`src/rtl/ioctl_upload_pkg.sv`:
```
// ioctl_upload_pkg
// Shared definitions for the SDRAM-to-data_io upload reader: the controller
// state encoding and the default SDRAM byte-address width.
package ioctl_upload_pkg;

  localparam int ADDR_W_DEF = 16;

  typedef enum logic [2:0] {
    IDLE     = 3'd0,
    WAIT_GNT = 3'd1,
    ISSUE    = 3'd2,
    WAIT_RDY = 3'd3,
    DRAIN    = 3'd4
  } upl_state_e;

endpackage

```
`src/rtl/ioctl_upload_reader_fifo.sv`:
```
// upload_fifo
// Synchronous byte FIFO between the SDRAM read side and data_io.
// Ports:
//   clk_sys, reset_n : clock, asynchronous active-low reset
//   push, din        : write a byte (ignored when full or flushing)
//   pop              : drop the head byte (ignored when empty or flushing)
//   flush            : empty the FIFO; wins over push and pop
//   dout             : head byte, combinational
//   empty, full      : occupancy flags
//   count            : current number of stored bytes
// DEPTH must be a power of two, at least 2. Pointers carry one extra wrap
// bit so full and empty can be told apart when the indices are equal.
module upload_fifo #(
  parameter int DEPTH = 4
) (
  input  logic                     clk_sys,
  input  logic                     reset_n,
  input  logic                     push,
  input  logic [7:0]               din,
  input  logic                     pop,
  input  logic                     flush,
  output logic [7:0]               dout,
  output logic                     empty,
  output logic                     full,
  output logic [$clog2(DEPTH):0]   count
);

  localparam int PTR_W = $clog2(DEPTH);

  logic [PTR_W:0] wr_ptr_q, wr_ptr_d;
  logic [PTR_W:0] rd_ptr_q, rd_ptr_d;
  logic [7:0]     mem_q [DEPTH];
  logic [7:0]     mem_d [DEPTH];
  logic           do_push;
  logic           do_pop;

  assign empty = (wr_ptr_q == rd_ptr_q);
  assign full  = (wr_ptr_q[PTR_W] != rd_ptr_q[PTR_W]) &&
                 (wr_ptr_q[PTR_W-1:0] == rd_ptr_q[PTR_W-1:0]);
  assign count = wr_ptr_q - rd_ptr_q;
  assign dout  = mem_q[rd_ptr_q[PTR_W-1:0]];

  assign do_push = push && !full && !flush;
  assign do_pop  = pop && !empty && !flush;

  always_comb begin
    wr_ptr_d = wr_ptr_q;
    rd_ptr_d = rd_ptr_q;
    mem_d    = mem_q;
    if (flush) begin
      wr_ptr_d = '0;
      rd_ptr_d = '0;
    end else begin
      if (do_push) begin
        mem_d[wr_ptr_q[PTR_W-1:0]] = din;
        wr_ptr_d = wr_ptr_q + (PTR_W+1)'(1);
      end
      if (do_pop) begin
        rd_ptr_d = rd_ptr_q + (PTR_W+1)'(1);
      end
    end
  end

  always_ff @(posedge clk_sys or negedge reset_n) begin
    if (!reset_n) begin
      wr_ptr_q <= '0;
      rd_ptr_q <= '0;
      for (int i = 0; i < DEPTH; i++) begin
        mem_q[i] <= '0;
      end
    end else begin
      wr_ptr_q <= wr_ptr_d;
      rd_ptr_q <= rd_ptr_d;
      mem_q    <= mem_d;
    end
  end

endmodule

```
`src/rtl/ioctl_upload_reader.sv`:
```
// ioctl_upload_reader
// Streams a byte range out of SDRAM into data_io's upload interface so the
// OSD can save RAM / ROM-pack images. Takes the SDRAM port from the core,
// issues single-byte reads one at a time and prefetches them into a small
// FIFO that data_io drains one byte per ioctl_rd.
// Ports:
//   clk_sys, reset_n          : clock, asynchronous active-low reset
//   start, abort              : one-cycle control pulses
//   base_addr, length         : transfer range, sampled on start
//   ioctl_upload              : transfer active
//   ioctl_din/_valid, ioctl_rd: byte handoff to data_io
//   bus_req, bus_gnt          : SDRAM port arbitration with the core
//   sdram_addr/_rd/_dout/_ready: single-byte read port
//   done                      : end-of-transfer / abort pulse
//   underrun                  : sticky, ioctl_rd seen with nothing to give
//
// state    | meaning
// ---------+----------------------------------------------------------
// IDLE     | no transfer; waiting for start
// WAIT_GNT | holding bus_req; waiting for grant and a free FIFO slot
// ISSUE    | one-cycle sdram_rd at rd_addr
// WAIT_RDY | one read in flight; waiting for its data (also abort wait)
// DRAIN    | all reads done, bus released; waiting for data_io to empty
module ioctl_upload_reader
  import ioctl_upload_pkg::*;
#(
  parameter int ADDR_W     = ADDR_W_DEF,
  parameter int FIFO_DEPTH = 4
) (
  input  logic              clk_sys,
  input  logic              reset_n,
  input  logic              start,
  input  logic              abort,
  input  logic [ADDR_W-1:0] base_addr,
  input  logic [ADDR_W:0]   length,
  output logic              ioctl_upload,
  output logic [7:0]        ioctl_din,
  output logic              ioctl_din_valid,
  input  logic              ioctl_rd,
  output logic              bus_req,
  input  logic              bus_gnt,
  output logic [ADDR_W-1:0] sdram_addr,
  output logic              sdram_rd,
  input  logic [7:0]        sdram_dout,
  input  logic              sdram_ready,
  output logic              done,
  output logic              underrun
);

  localparam int CNT_W = $clog2(FIFO_DEPTH) + 1;
  localparam logic [CNT_W-1:0] ALMOST_FULL = CNT_W'(FIFO_DEPTH - 1);

  upl_state_e        state_q, state_d;
  logic [ADDR_W-1:0] rd_addr_q, rd_addr_d;
  logic [ADDR_W:0]   rd_left_q, rd_left_d;
  logic [ADDR_W:0]   out_left_q, out_left_d;
  logic              upload_q, upload_d;
  logic              bus_req_q, bus_req_d;
  logic              done_q, done_d;
  logic              underrun_q, underrun_d;
  logic              abort_pend_q, abort_pend_d;
  // Read return is registered before it reaches the FIFO, which keeps the
  // SDRAM data path off the FIFO write port and the full/next-state logic.
  logic              rd_vld_q, rd_vld_d;
  logic [7:0]        rd_data_q, rd_data_d;

  logic              fifo_push;
  logic              fifo_pop;
  logic              fifo_flush;
  logic              fifo_empty;
  logic              fifo_full;
  logic [7:0]        fifo_dout;
  logic [CNT_W-1:0]  fifo_count;

  upload_fifo #(
    .DEPTH (FIFO_DEPTH)
  ) u_fifo (
    .clk_sys (clk_sys),
    .reset_n (reset_n),
    .push    (fifo_push),
    .din     (rd_data_q),
    .pop     (fifo_pop),
    .flush   (fifo_flush),
    .dout    (fifo_dout),
    .empty   (fifo_empty),
    .full    (fifo_full),
    .count   (fifo_count)
  );

  assign fifo_pop        = ioctl_rd && !fifo_empty;
  assign ioctl_din       = fifo_dout;
  assign ioctl_din_valid = !fifo_empty;
  assign ioctl_upload    = upload_q;
  assign bus_req         = bus_req_q;
  assign sdram_addr      = rd_addr_q;
  assign sdram_rd        = (state_q == ISSUE);
  assign done            = done_q;
  assign underrun        = underrun_q;

  always_comb begin
    state_d      = state_q;
    rd_addr_d    = rd_addr_q;
    rd_left_d    = rd_left_q;
    out_left_d   = out_left_q;
    upload_d     = upload_q;
    bus_req_d    = bus_req_q;
    done_d       = 1'b0;
    underrun_d   = underrun_q;
    abort_pend_d = abort_pend_q;
    rd_vld_d     = sdram_ready;
    rd_data_d    = sdram_dout;
    fifo_push    = 1'b0;
    fifo_flush   = 1'b0;

    if (fifo_pop) begin
      out_left_d = out_left_q - (ADDR_W+1)'(1);
    end
    if (ioctl_rd && fifo_empty) begin
      underrun_d = 1'b1;
    end

    unique case (state_q)
      IDLE: begin
        // start takes priority over a coincident abort, which is simply
        // not looked at here.
        if (start) begin
          underrun_d = 1'b0;
          if (length != '0) begin
            rd_addr_d    = base_addr;
            rd_left_d    = length;
            out_left_d   = length;
            upload_d     = 1'b1;
            bus_req_d    = 1'b1;
            abort_pend_d = 1'b0;
            state_d      = WAIT_GNT;
          end else begin
            done_d = 1'b1;
          end
        end
      end

      WAIT_GNT: begin
        if (abort) begin
          fifo_flush = 1'b1;
          bus_req_d  = 1'b0;
          upload_d   = 1'b0;
          done_d     = 1'b1;
          state_d    = IDLE;
        end else if (bus_gnt && !fifo_full) begin
          state_d = ISSUE;
        end
      end

      ISSUE: begin
        rd_addr_d = rd_addr_q + ADDR_W'(1);
        rd_left_d = rd_left_q - (ADDR_W+1)'(1);
        state_d   = WAIT_RDY;
        // The strobe is already out, so an abort here must still let the
        // read return before the port is considered free.
        if (abort) begin
          abort_pend_d = 1'b1;
          bus_req_d    = 1'b0;
          fifo_flush   = 1'b1;
        end
      end

      WAIT_RDY: begin
        if (abort || abort_pend_q) begin
          abort_pend_d = 1'b1;
          bus_req_d    = 1'b0;
          fifo_flush   = 1'b1;
          if (rd_vld_q) begin
            abort_pend_d = 1'b0;
            upload_d     = 1'b0;
            done_d       = 1'b1;
            state_d      = IDLE;
          end
        end else if (rd_vld_q) begin
          fifo_push = 1'b1;
          if (rd_left_q == '0) begin
            bus_req_d = 1'b0;
            state_d   = DRAIN;
          end else if (((fifo_count == ALMOST_FULL) && !fifo_pop) || !bus_gnt) begin
            state_d = WAIT_GNT;
          end else begin
            state_d = ISSUE;
          end
        end
      end

      DRAIN: begin
        if (abort) begin
          fifo_flush = 1'b1;
          upload_d   = 1'b0;
          done_d     = 1'b1;
          state_d    = IDLE;
        end else if (out_left_q == '0) begin
          upload_d = 1'b0;
          done_d   = 1'b1;
          state_d  = IDLE;
        end
      end

      default: begin
        state_d = IDLE;
      end
    endcase
  end

  always_ff @(posedge clk_sys or negedge reset_n) begin
    if (!reset_n) begin
      state_q      <= IDLE;
      rd_addr_q    <= '0;
      rd_left_q    <= '0;
      out_left_q   <= '0;
      upload_q     <= 1'b0;
      bus_req_q    <= 1'b0;
      done_q       <= 1'b0;
      underrun_q   <= 1'b0;
      abort_pend_q <= 1'b0;
      rd_vld_q     <= 1'b0;
      rd_data_q    <= '0;
    end else begin
      state_q      <= state_d;
      rd_addr_q    <= rd_addr_d;
      rd_left_q    <= rd_left_d;
      out_left_q   <= out_left_d;
      upload_q     <= upload_d;
      bus_req_q    <= bus_req_d;
      done_q       <= done_d;
      underrun_q   <= underrun_d;
      abort_pend_q <= abort_pend_d;
      rd_vld_q     <= rd_vld_d;
      rd_data_q    <= rd_data_d;
    end
  end

endmodule

```
`config.mk`:
```
export PLATFORM = sky130hd
export DESIGN_NAME = ioctl_upload_reader
export DESIGN_NICKNAME = d
export VERILOG_FILES = /design/src/rtl/ioctl_upload_pkg.sv /design/src/rtl/ioctl_upload_reader_fifo.sv /design/src/rtl/ioctl_upload_reader.sv
export SDC_FILE = /design/constraint.sdc
export NUM_CORES = 1
export LEC_CHECK = 0
export ABC_AREA = 1
export CELL_PAD_IN_SITES_DETAIL_PLACEMENT = 1
export CELL_PAD_IN_SITES_GLOBAL_PLACEMENT = 1
export CORE_UTILIZATION = 30
export CTS_CLUSTER_DIAMETER = 100
export DETAILED_ROUTE_END_ITERATION = 10
export GPL_ROUTABILITY_DRIVEN = 0
export PLACE_DENSITY_LB_ADDON = 0.1
export RECOVER_POWER = 50
export SLEW_MARGIN = 20
export SYNTH_ARGS = -nofsm -noshare
export SYNTH_HDL_FRONTEND = slang
export SYNTH_HIERARCHICAL = 1
export SYNTH_SLANG_ARGS = --single-unit
```
`constraint.sdc`:
```
create_clock -name clk_sys -period 3.7 [get_ports clk_sys]
set_input_delay 0.74 -clock clk_sys [delete_from_list [all_inputs] [get_ports clk_sys]]
set_output_delay 0.74 -clock clk_sys [all_outputs]
set_load 0.02 [all_outputs]
```
Word-level counts from Yosys, hierarchy flattened:

Index checks and enable logic that the tools add are counted.

* add/sub/neg operators: 6
* magnitude comparators: 3
* equality and inequality tests: 19
* muxes and demuxes: 65
* bitwise gates (word level): 3
* reduce and logical (&&, ||, !) cells: 35

Operators with widths (count)
* $mux 17: 6
* $mux 3: 14
* $logic_not 17->1: 2
* $pmux 17 s2: 1
* $sub 17x1->17 const B: 2
* $bwmux 32: 1
* $mux 16: 2
* $pmux 16 s2: 1
* $mux 1: 28
* $mux 8: 3
* $reduce_bool 17->1: 1
* $add 16x1->16 const B: 1
* $bmux 8 s2: 1
* $demux 8 s2: 1
* $pmux 3 s5: 1
* $ne 2x2->1 const B: 6
* $ne 3x3->1 const B: 4
* $logic_and 1x1->1: 10
* $reduce_and 5->1: 2
* $eq 3x2->1 const B: 3
* $pmux 1 s4: 2
* $reduce_and 7->1: 1
* $add 3x1->3 const B: 2
* $ge 3x3->1 const B: 2
* other kinds (24): 34

* register bits: 105
* input bits: 48
* output and inout bits: 30
* logic and storage cells: 148

Longest topological paths before layout:

* word-level depth: 11
* depth in mapped cells: 15
* mapped depth without buffers: 14

Cells and area by module:

The synthesis kept the hierarchy.

By module, submodules not included
* ioctl_upload_reader: times used 1, cells each 580, area each 4156.5 um^2, sequential area each 1676.6 um^2
* upload_fifo: times used 1, cells each 242, area each 1928.1 um^2, sequential area each 950.9 um^2

Worst setup path before layout:

Ideal clock, no wire load.

* path type: input to register
* from: in abort
* to: reg u_fifo/mem_q[0] (netlist bit)
* library setup time: 0.118 ns
* arrival: 2.094 ns
* data required time: 3.582 ns
* path slack: 1.488 ns
* stages: 7
* buffers on the path: 0
* path through: or2_2 > nor2_1 > inv_1 > nor2_1 > nand4_1 > nand2_1 > nand2_1

* cells in the longest elaborated chain, start to end: 6
* elaborated cells on any way between the ends: 11
* classes of those cells: mux: 5; bitwise: 1; reduce/logical: 5

RTL lines
* from (decl): RTL line ioctl_upload_reader.sv:33 `input logic abort,`
* $logic_or 1x1->1: RTL line ioctl_upload_reader.sv:168 `if (abort || abort_pend_q) begin`
* $mux 1: RTL line ioctl_upload_reader.sv:168
* $mux 1: RTL line ioctl_upload_reader.sv:122 `unique case (state_q)`
* named net fifo_push: RTL line ioctl_upload_reader.sv:67 `logic fifo_push;`
* $logic_and 1x1->1 (2 in series): RTL line ioctl_upload_reader_fifo.sv:43 `assign do_push = push && !full && !flush;`
* $reduce_and 2->1 (no line)
* to (signal assigned): RTL line ioctl_upload_reader_fifo.sv:74 `mem_q <= mem_d;`
* to (decl): RTL line ioctl_upload_reader_fifo.sv:32 `logic [7:0] mem_q [DEPTH];`

The timed path passes the listed nets, and every way through them passes these cells.
A chain may end at the register's enable or synchronous reset.

Worst setup path after layout:

* from: reg u_fifo.rd_ptr_q[1]
* to: out ioctl_din_valid

* cells in the longest elaborated chain, start to end: 2

RTL lines
* from (decl): RTL line ioctl_upload_reader_fifo.sv:31 `logic [PTR_W:0] rd_ptr_q, rd_ptr_d;`
* from (signal assigned): RTL line ioctl_upload_reader_fifo.sv:73 `rd_ptr_q <= rd_ptr_d;`
* $eq 3x3->1: RTL line ioctl_upload_reader_fifo.sv:37 `assign empty = (wr_ptr_q == rd_ptr_q);`
* named net fifo_empty: RTL line ioctl_upload_reader.sv:70 `logic fifo_empty;`
* $logic_not 1->1: RTL line ioctl_upload_reader.sv:92 `assign ioctl_din_valid = !fifo_empty;`
* to (decl): RTL line ioctl_upload_reader.sv:38 `output logic ioctl_din_valid,`

The timed path passes the listed nets, and every way through them passes these cells.

==> metrics <==
outcome finished, violations left; violated checks capacitance limit, slew limit; Avg WL per Cell 16.1 um; worst path arrival time 2520 ps; most common cell in the netlist nand2_1; CTS resizes 0; EDFF count, synth 0; syn avg cell area 7.40 um^2; #FFs+latches synth 105; ys async rst share 1.00; startpoint types register; reg-to-reg startpoint u_fifo/rd_ptr_q[1]; Synth warnings 6; row count 51; clock tree buffer depth 2; Worst Hold Launch u_fifo/mem_q[13]; share of layout cells above drive strength 1 0.0589; starting density of the core 0.310; vias 5705; Synth top area share 0.432; NumNets Final 956; final WL 18800 um; Setup WS pre-CTS 413 ps; ant diodes 0; critical path's top delay family buffers and inverters; max-cap violation count 1; worst endpoint required time 2960 ps; drc violations 0; maximum VDD drop 0.307 mV; Most Used Layer, Global Route met2; count of different cell masters after synthesis 39; fmax 307 MHz; Post-Syn Area 6080 um^2; Mapped Cells 822; reg-to-reg slack, setup 1070 ps; die height 144 um; Root Buffer Master clkbuf_16; post-route ant nets 0; setup TNS 0 ps; crit-path most repeated cell inv_1; area grow syn2layout 21.2%; CTS tree built; Total Power 5.62 mW; worst r2r dst out_left_q[9]; Post-CTS Setup Inserts 0; CP max stage delay 610 ps; grt met3 use 0.0295; final worst slack 441 ps; final-report hold violation count 0; HP Class reg -> reg; minimum clock period 3260 ps; CTS Buf Count 9; drt initial violations 286; post-synth top area cell dfrtp_1; Total GRT Usage 0.196; first-pass GRT wire length 31500 um; Post-DP HPWL 13800 um; Worst Path Buf+Inv 5; H-tree levels 3; Main synth FF type dfrtp_1; vias per std cell 4.90; RSZ-0062 raised after global routing no; clock sink count 105; area taken by multi-input logic gates 2990 um^2; GRT overflow 0; worst slew pin tran 2830 ps; M2 GR Usage 0.333; Area contributors post-synth dfrtp_1 (43%), nand2_1 (14%), nand3_1 (7.4%); # setup viols final 0; Setup crit end kind output port; Lkg Pwr 3.52 nW; core box area 19700 um^2; hold path cells 2; Synth Net Count 882; initial antenna violation count 0; met1 usage 0.258; max-slew violations 106; crit-path max FO 12; WS Path Type reg -> out; Final period util 0.881; FILL cells 2475; vias in the first global route 6162; DRT Pass-1 Iters 4; clock-pin slew on the worst setup and hold paths 80 ps; hold endpoint u_fifo/mem_q[13]; number of hold buffers added after CTS 0; worst hold slack 483 ps; Max-slew headroom -0.889; Die ar. 20900 um^2; Chip Width 144 um; port bufs 77; crit-path cells inv_1 -> ha_1 -> nand2_1 -> inv_1 -> nand2_1 -> inv_1 -> inv_1 -> clkdlybuf4s50_1; clk_lat worst skew 360 ps; Reg area 2630 um^2; post-synthesis sequential area ratio 0.432; Post-Route Utilization 0.375; largest net degree at the start of global routing 106; R2R cell count 13; slowest CP cell dfrtp_1; Fin Clk Skew 10.2 ps; Post-synth top cells nand2_1 (235), dfrtp_1 (105), nor2_1 (99), nand3_1 (90), inv_1 (85); Ports 78; pwr dens 762 nW/um^2
==> sequential cells by signal (all words and copies together) (netlist names) <==
register	cells
underrun	1
state_q	3
done	1
abort_pend_q	1
bus_req	1
sdram_addr	16
u_fifo/mem_q	32
rd_vld_q	1
u_fifo/wr_ptr_q	3
rd_left_q	17
out_left_q	17
rd_data_q	8
u_fifo/rd_ptr_q	3
ioctl_upload	1
==> worst max path at each step <==
stage          slack [ps]                to  cells past startpoint               start
2_1_floorplan        1490   u_fifo/mem_q[0]                      7               abort
3_3_place_gp          550  u_fifo/mem_q[29]                      8               abort
5_1_grt               120   u_fifo/mem_q[2]                      2             reset_n
3_5_place_dp          410  u_fifo/mem_q[12]                      8               abort
4_1_cts               380   ioctl_din_valid                      8  u_fifo/rd_ptr_q[1]
6_report              440   ioctl_din_valid                      8  u_fifo/rd_ptr_q[1]
==> metrics by stage <==
stage / std cells / cell area, um^2
5_1_grt: 1165 / 7380
6_report: 1165 / 7380
2_1_floorplan: 822 / 6080
4_1_cts: 1165 / 7390
3_5_place_dp: 1150 / 7110
3_3_place_gp: 1150 / 7110
==> worst min-delay path, cell delays in order (launching register included) <==
cell and delay [ps]:
dfrtp_1 350, nand2_1 50, nand2_1 50
==> placed cells by master, fill, tap and decap left out, types with 11 or more instances in the layout <==
master / Yosys / final
nor2_1: 99 / 100
inv_1: 85 / 85
xor2_1: 13 / 13
clkdlybuf4s50_1: 0 / 63
nor3_1: 18 / 18
o21ai_0: 47 / 47
dlygate4sd3_1: 0 / 13
dfrtp_1: 105 / 105
nand3_1: 90 / 90
ha_1: 11 / 11
nand2_1: 235 / 235
==> cell type report <==
cell class / count / area share
inverters: 88 / 0.0448
repair buffers: 83 / 0.110
well taps: 265 / 0.0449
flip-flops and latches: 105 / 0.356
clock inverters: 6 / 0.00831
multi-input cells: 609 / 0.405
clock buffers: 9 / 0.0305
==> metal layers <==
layer  vias to the layer above  share of wire
met2                        67           0.47
met3                        17          0.024
met4                         0          0.013
met1                      2831           0.49
met5                         -              0
li1                       2790              -
==> report_power, final <==
group	internal [mW]	switching, mW
sequential	1.54	0.378
clock	0.472	0.490
combinational	1.04	1.71
total	3.05	2.58
==> kinds of logic after synthesis <==
logic type / Yosys count / synth area share
AO/OA/AOI/OAI: 90 / 0.0833
XOR/XNOR: 15 / 0.0216
adder cells (fa/ha/maj): 12 / 0.0259
buffers and inverters: 108 / 0.0763
flip-flops: 105 / 0.432
AND/OR/NAND/NOR: 492 / 0.361
No activity file was read; power rests on OpenSTA's default activity.
